### config.mk
export PLATFORM = sky130hd
export DESIGN_NAME = aes128_key_sched_ctrl
export DESIGN_NICKNAME = d
export VERILOG_FILES = /design/src/rtl/aes128_key_sched_ctrl.sv
export SDC_FILE = /design/constraint.sdc
export NUM_CORES = 2
export LEC_CHECK = 0
export ABC_CLOCK_PERIOD_IN_PS = 2000
export CAP_MARGIN = 40
export CELL_PAD_IN_SITES_DETAIL_PLACEMENT = 1
export CELL_PAD_IN_SITES_GLOBAL_PLACEMENT = 1
export CORE_UTILIZATION = 47
export CTS_CLUSTER_SIZE = 16
export DETAILED_ROUTE_END_ITERATION = 16
export GPL_TIMING_DRIVEN = 0
export PLACE_DENSITY_LB_ADDON = 0.1
export SLEW_MARGIN = 20
export SYNTH_ARGS = -nofsm -noshare
export SYNTH_HDL_FRONTEND = slang
export SYNTH_SLANG_ARGS = --single-unit
export TNS_END_PERCENT = 5
### constraint.sdc
create_clock -name clk_sys -period 2 [get_ports clk_sys]
set_input_delay 0.3 -clock clk_sys [delete_from_list [all_inputs] [get_ports clk_sys]]
set_output_delay 0.3 -clock clk_sys [all_outputs]
set_load 0.05 [all_outputs]
### src/rtl/aes128_key_sched_ctrl.sv
// rtl/aes128_key_sched_ctrl.sv - AES-128 key-expansion sequencer and 11-entry round-key cache
module aes128_key_sched_ctrl #(
    parameter int NR    = 10,
    parameter int IDX_W = 4
) (
    input  logic             clk_sys,
    input  logic             rst_n,
    input  logic             key_load,
    input  logic [127:0]     cipher_key,
    input  logic             key_clear,
    input  logic             rk_req,
    input  logic [IDX_W-1:0] rk_idx,
    output logic             kexp_rkey_en,
    output logic [3:0]       kexp_round_num,
    output logic [127:0]     kexp_cipher_key,
    input  logic [127:0]     kexp_round_key,
    output logic             busy,
    output logic             keys_valid,
    output logic             load_drop,
    output logic             rk_ack,
    output logic             rk_err,
    output logic [127:0]     rk_data
);

    typedef enum logic [1:0] {ST_IDLE, ST_EXPAND, ST_DONE} state_t;

    localparam logic [IDX_W-1:0] LP_LAST_IDX = IDX_W'(NR);
    localparam logic [3:0]       LP_LAST_CNT = 4'(NR - 1);
    localparam logic [3:0]       LP_LAST_SLOT = 4'(NR);

    state_t           r_state;
    logic [3:0]       r_cnt;
    logic             r_wr_v;
    logic [3:0]       r_wr_slot;
    logic [127:0]     r_slot [0:NR];
    logic [127:0]     r_cipher_key;
    logic             r_keys_valid;
    logic             r_load_drop;
    logic             r_rk_ack;
    logic             r_rk_err;
    logic [127:0]     r_rk_data;

    logic             w_busy;
    logic             w_load_ok;
    logic             w_rd_ok;
    logic [IDX_W-1:0] w_rd_idx;

    // Busy covers the expansion cycles plus the trailing write of the last slot.
    assign w_busy    = (r_state == ST_EXPAND) | r_wr_v;
    assign w_load_ok = key_load & ~key_clear & ~w_busy;
    assign w_rd_ok   = (rk_idx <= LP_LAST_IDX) & r_keys_valid;
    assign w_rd_idx  = w_rd_ok ? rk_idx : '0;

    always_ff @(posedge clk_sys or negedge rst_n) begin
        if (!rst_n) begin
            r_state      <= ST_IDLE;
            r_cnt        <= '0;
            r_wr_v       <= 1'b0;
            r_wr_slot    <= '0;
            r_cipher_key <= '0;
            r_keys_valid <= 1'b0;
            r_load_drop  <= 1'b0;
            r_rk_ack     <= 1'b0;
            r_rk_err     <= 1'b0;
            r_rk_data    <= '0;
            for (int i = 0; i <= NR; i++) begin
                r_slot[i] <= '0;
            end
        end else begin
            r_load_drop <= key_load & ~key_clear & w_busy;
            r_rk_ack    <= rk_req;
            if (rk_req) begin
                r_rk_err  <= ~w_rd_ok;
                r_rk_data <= w_rd_ok ? r_slot[w_rd_idx] : '0;
            end else begin
                r_rk_err  <= 1'b0;
            end

            if (key_clear) begin
                r_state      <= ST_IDLE;
                r_cnt        <= '0;
                r_wr_v       <= 1'b0;
                r_wr_slot    <= '0;
                r_cipher_key <= '0;
                r_keys_valid <= 1'b0;
                for (int i = 0; i <= NR; i++) begin
                    r_slot[i] <= '0;
                end
            end else begin
                r_wr_v <= 1'b0;
                // The core returns the round key one cycle after each enable.
                if (r_wr_v) begin
                    r_slot[r_wr_slot] <= kexp_round_key;
                    if (r_wr_slot == LP_LAST_SLOT) begin
                        r_keys_valid <= 1'b1;
                    end
                end
                case (r_state)
                    ST_IDLE, ST_DONE: begin
                        if (w_load_ok) begin
                            r_cipher_key <= cipher_key;
                            r_slot[0]    <= cipher_key;
                            r_keys_valid <= 1'b0;
                            r_cnt        <= '0;
                            r_state      <= ST_EXPAND;
                        end
                    end
                    ST_EXPAND: begin
                        r_cnt     <= r_cnt + 4'd1;
                        r_wr_v    <= 1'b1;
                        r_wr_slot <= r_cnt + 4'd1;
                        if (r_cnt == LP_LAST_CNT) begin
                            r_state <= ST_DONE;
                        end
                    end
                    default: r_state <= ST_IDLE;
                endcase
            end
        end
    end

    assign kexp_rkey_en    = (r_state == ST_EXPAND);
    assign kexp_round_num  = r_cnt;
    assign kexp_cipher_key = r_cipher_key;
    assign busy            = w_busy;
    assign keys_valid      = r_keys_valid;
    assign load_drop       = r_load_drop;
    assign rk_ack          = r_rk_ack;
    assign rk_err          = r_rk_err;
    assign rk_data         = r_rk_data;

endmodule

# ---- Yosys cells after proc, flatten, opt, wreduce, memory -nomap -nowiden
# Cells that the tools add are included.
dict set report totals {
  elab_cells 85
  register_bits 1679
  input_bits 265
  output_inout_bits 266
}
dict set report op_classes {
  n_mux 32
  n_lt_le_gt_ge 4
  eq_ne 6
  n_reduce_logical 11
  addsub 1
  n_bitwise 10
}
# operator n
set ops {}
lappend ops {{1408-bit two-way mux} 2}
lappend ops {{1408-bit bitwise mux} 1}
lappend ops {{128-bit two-way mux} 9}
lappend ops {{128-bit binary-select mux with 4-bit select} 1}
lappend ops {{128-bit demux with 4-bit select} 1}
lappend ops {{4-bit two-way mux} 5}
lappend ops {{5-bit greater-or-equal comparator (second input constant)} 2}
lappend ops {{4-bit inverter with 5-bit output} 2}
lappend ops {{4-bit equality test (second input constant)} 2}
lappend ops {{1-bit two-way mux} 8}
lappend ops {{4-bit one-hot mux with 2 select lines} 1}
lappend ops {{2-bit nonzero test} 4}
lappend ops {{2-bit two-way mux} 3}
lappend ops {{2-bit AND reduction} 3}
lappend ops {{5-bit by 1-bit less-than comparator with 1-bit output (second input constant)} 1}
lappend ops {{4-bit by 1-bit adder with 4-bit output (second input constant)} 1}
lappend ops {{1-bit AND} 4}
lappend ops {{4-bit <= comparator (second input constant)} 1}
lappend ops {{2-bit one-hot mux with 2 select lines} 1}
lappend ops {{3-bit by 2-bit != test with 1-bit output (second input constant)} 1}
lappend ops {{3-bit != test (second input constant)} 1}
lappend ops {{1-bit inverter} 3}
lappend ops {{3-bit nonzero test} 1}
lappend ops {{2-bit by 1-bit equality test with 1-bit output (second input constant)} 1}
lappend ops {{5 further kinds} 5}

# ---- Logic depth before layout (Yosys ltp)
dict set report depth {
  word_depth 10
  ltp_mapped 9
  ltp_nobuf 6
}

# ---- Worst setup path after synthesis
# OpenSTA, ideal clock, no wires.
dict set report synth_timing {
  path_type {reg-to-reg}
  from {reg r_keys_valid, in the netlist keys_valid}
  to {reg r_rk_data[12], in the netlist rk_data[12]}
  t_arrival_ps 2075
  setup_slack_ps -215
  n_path_buf 2
  setup_time_ps 139
  required_time_ps 1861
  stages_incl_launch_ff 8
  synth_period_minus_slack_ps 2215
  path_cell_list {dfrtp_1 -> and2_4 -> buf_6 -> and2_4 -> buf_6 -> mux4_2 -> a221oi_2 -> o32ai_1}
}
dict set report synth_via {
  elab_chain_cells 7
}
# element line
set synth_rtl {}
lappend synth_rtl {{start, declared} 37} ;# logic r_keys_valid;
lappend synth_rtl {{start signal, assigned} 61} ;# r_keys_valid <= 1'b0;
lappend synth_rtl {{start signal, assigned} 85} ;# r_keys_valid <= 1'b0;
lappend synth_rtl {{start signal, assigned} 95} ;# r_keys_valid <= 1'b1;
lappend synth_rtl {{1-bit AND *} 51} ;# assign w_rd_ok = (rk_idx <= LP_LAST_IDX) & r_keys_valid;
lappend synth_rtl {{4-bit two-way mux} 52} ;# assign w_rd_idx = w_rd_ok ? rk_idx : '0;
lappend synth_rtl {{4-bit inverter with 5-bit output (not written as such)} 74} ;# r_rk_data <= w_rd_ok ? r_slot[w_rd_idx] : '0;
lappend synth_rtl {{128-bit binary-select mux with 4-bit select} 74}
lappend synth_rtl {{128-bit two-way mux (not written as such) (2 in series)} 74}
lappend synth_rtl {{128-bit two-way mux *} 74}
lappend synth_rtl {{end signal, assigned} 74}
lappend synth_rtl {{end, declared} 41} ;# logic [127:0] r_rk_data;
# Mark *: on every way between the ends. The rest lies on a longest branch, timed or not. The select of a mux whose other input is x is not followed.
# A chain may end at the register's enable or synchronous reset.

# ---- Worst setup path after layout
dict set report layout_timing {
  from {reg r_keys_valid, in the netlist keys_valid}
  to {reg r_rk_data[83], in the netlist rk_data[83]}
}
# The elaborated chain is that of the path after synthesis.

==> flow_summary.toml <==
[outcome]
status = "complete, but fails checks"
violations = "hold timing, setup timing"

[global_routing]
grt_max_degree = 145
grt_pass1_wl_mm = 520.1
grt-ovfl-total = 0
antenna_found_initial = 22
grt_pass1_vias = 70330
grt.total_usage = 0.4478

[yosys]
synth-edff-count = 0
synthFlopType = "dfrtp_1"
yosysTopAreaCell = "dfrtp_1"
synth_seq_cells = 1679
synthDistinctLibCells = 67
synthTopCellsByArea = "dfrtp_1 56%, a22o_1 15%, a21oi_1 4.7%"
synth_cells = 6727
synth-seq-area-share = 0.5631
yosysMostFrequentCell = "dfrtp_1"
netlist.area_leader.share = 0.5631
synth_area_per_cell_um2 = 11.09
syn_nets = 6994
ys_top_cells_by_count = "1679 x dfrtp_1, 1270 x a22o_1, 699 x a21oi_1"
async_reset_ff_frac = 1.000
ys.warnings.count = 0
netlist_area_um2 = 74610

[pwr]
p_leak_nw = 44.00
pwr_density_cell_nw_per_um2 = 839.3
max-vdd-ir-drop_uv = 1034
power_w = 0.07829

[die]
die_h_um = 400.4
std_cell_rows = 145
initial_core_util = 0.4755
boundaryPins = 531
core_um2 = 156900
die_x_um = 400.4
die_area_um2 = 160400

[worst_setup_path]
crit_start = "keys_valid"
worstSetupPathType = "reg2reg"
slowest_stage = "dfrtp_2"
crit_chain = "nand2_4, buf_12, buf_16, buf_12, buf_16, a21oi_1, a221oi_2, nor3b_2, a32o_1"
worstPathRequired_ns = 2.71
r2r_cells = 9
end_kind = "flip-flop"
critPathArrivalTime_ns = 3.05
cp-start-kind = "flip-flop"
cp_max_fo = 8
critPathMaxStageDelay_ns = 0.51
r2r-end = "rk_data[83]"
timing.rr.start = "keys_valid"
r2r_slack_ns = -0.34

[place]
port_buffers = 527
dp_hpwl_mm = 253.4
dpl_cell_area_um2 = 83950
place_congestion = 0.9578

[timing]
fin_worst_skew_ns = 0.03611
rsz0062_at_grt = "true"
hold_ws_ns = -0.6384
worst_slew_pin_slew_ns = 1.076
maxSlewViolCount = 0
finalCritPeriodShare = 1.170
timing.final.ws_setup_ns = -0.3398
maxClockFrequency_ghz = 0.4274
layout_min_cycle_time_ns = 2.340
slew_headroom = 0.2826
setup-violations-final = 1473
hold_violations = 489

[layout]
final_area_um2 = 93280
seqCellArea_um2 = 42030
fillers = 16140
fin_util = 0.5944
multi_input_area_um2 = 30420
finalNetCount = 7730
layout-drive-gt1-share = 0.1895
syn_to_final_growth_pct = 25.01

[min_path]
hold_path.class = "in2async"

[detailed_routing]
ant_nets = 0
num_vias = 68680
drtIter0Drc = 8818
routed_wl_mm = 367.2
wl_per_cell_um = 37.92
via_per_inst = 7.092
drt_first_pass_iters = 6
drc_errors = 0

[clock_network]
clk_pin_slew_ns = 0.07
cts.path.max_buffers = 3
tritoncts = "yes"
cts.sinks = 1679
clk_latency_ns = 0.85
cts_buffers = 181
cts_root_buf = "clkbuf_16"
htreeDepth = 4

[job]
maxCapViolCount = 0
## state kept, by name, summed over array words and instances (netlist names)
| name | flops |
|---|---|
| r_wr_slot | 4 |
| rk_err | 1 |
| kexp_cipher_key | 128 |
| r_state | 2 |
| rk_ack | 1 |
| kexp_round_num | 4 |
| rk_data | 128 |
| r_wr_v | 1 |
| r_slot | 1408 |
| load_drop | 1 |
| keys_valid | 1 |
## critical path, delay by kind of cell (launching register included)
family          cells  cell delay (ns)
buf+inv             4             0.72
simple gates        2             0.27
flops               1             0.51
compound gates      3             0.66
## logic make-up (layout without fill, tap and decap cells)
group	Yosys count	count (layout)	share of synthesized area
compound gates	2907	2907	0.2915
fa+ha+maj	2	2	0.0003353
xor+xnor	2	2	0.0002348
flops	1679	1679	0.5631
simple gates	983	984	0.06210
other cells	0	16	0
mux	230	230	0.03320
buf+inv	924	1805	0.04952
## through the flow
step                       TNS, ns  instances  hold WS, ns  setup WS, ns
after global routing       -226.63       9669      -0.6072       -0.3178
after global placement           -       9312       0.4746        -83.57
final                      -130.60       9683      -0.6384       -0.3398
after detailed placement  -1984.55       9397       0.2347        -1.908
after floorplan           -0.02062       6727     0.004409      -0.02062
after CTS                  -264.59       9666      -0.6260       -0.2730
## power breakdown
group          internal, W  switching [W]  leakage (nW)
combinational      0.00250        0.00611          17.7
sequential          0.0344       0.000447          23.4
clock               0.0197         0.0151          2.97
total               0.0566         0.0216          44.0
## how the worst max path moves through the flow
| stage | slack (ns) | to |
|---|---|---|
| detailed placement | -1.91 | rk_data[25] |
| global placement | -83.57 | keys_valid |
| floorplan | -0.02 | rk_data[12] |
| global route | -0.32 | rk_data[83] |
| finish | -0.34 | rk_data[83] |
| CTS | -0.27 | kexp_cipher_key[96] |
## metal layers
layer  GRT usage  part of all wire  vias up
met2      0.6542              0.43     4539
met4      0.3053             0.079       22
met1      0.5673              0.38    36110
met5           0           0.00039        -
met3      0.1430              0.11     1190
li1            -                 -    26810
## what timing repair did
item / in CTS / in global routing
setup endpoints to repair: 1937 / 2039
resized for setup: 1107 / 570
setup buffers: 19 / 13
endpoints found under the hold margin: 527 / 303
pin swaps: 37 / 57
cloned: 12 / 3
## cells in the final DEF, fill, tap and decap left out, types with 48 or more instances in the layout
cell type and n:
dfrtp_1 1670, a22o_1 1270, a21oi_1 685, nand2_1 546, clkbuf_2 267, clkdlybuf4s50_1 259
dlygate4sd2_1 256, clkbuf_16 194, o21ai_0 193, clkbuf_1 177, a221oi_1 150, mux2_2 130
inv_1 110, buf_6 104, mux2i_1 98, a221oi_2 91, clkbuf_4 87, nor2_1 74
a32o_1 68, nor2b_1 67, clkbuf_8 66, buf_4 60, and2_2 59, and2_1 57
a21o_1 53, buf_2 48
## area by class of cell
class                   instances  share of cell area
clock buffers                 268             0.05759
inverters                     113            0.004601
clock inverters                61            0.006372
repair buffers                666             0.07636
plain buffers                 697             0.05033
flip-flops and latches       1679              0.4506
diodes                         16           0.0004292
well taps                    2058             0.02761
multi-input cells            4125              0.3262
Note: power is estimated with default switching activity, not from simulation.
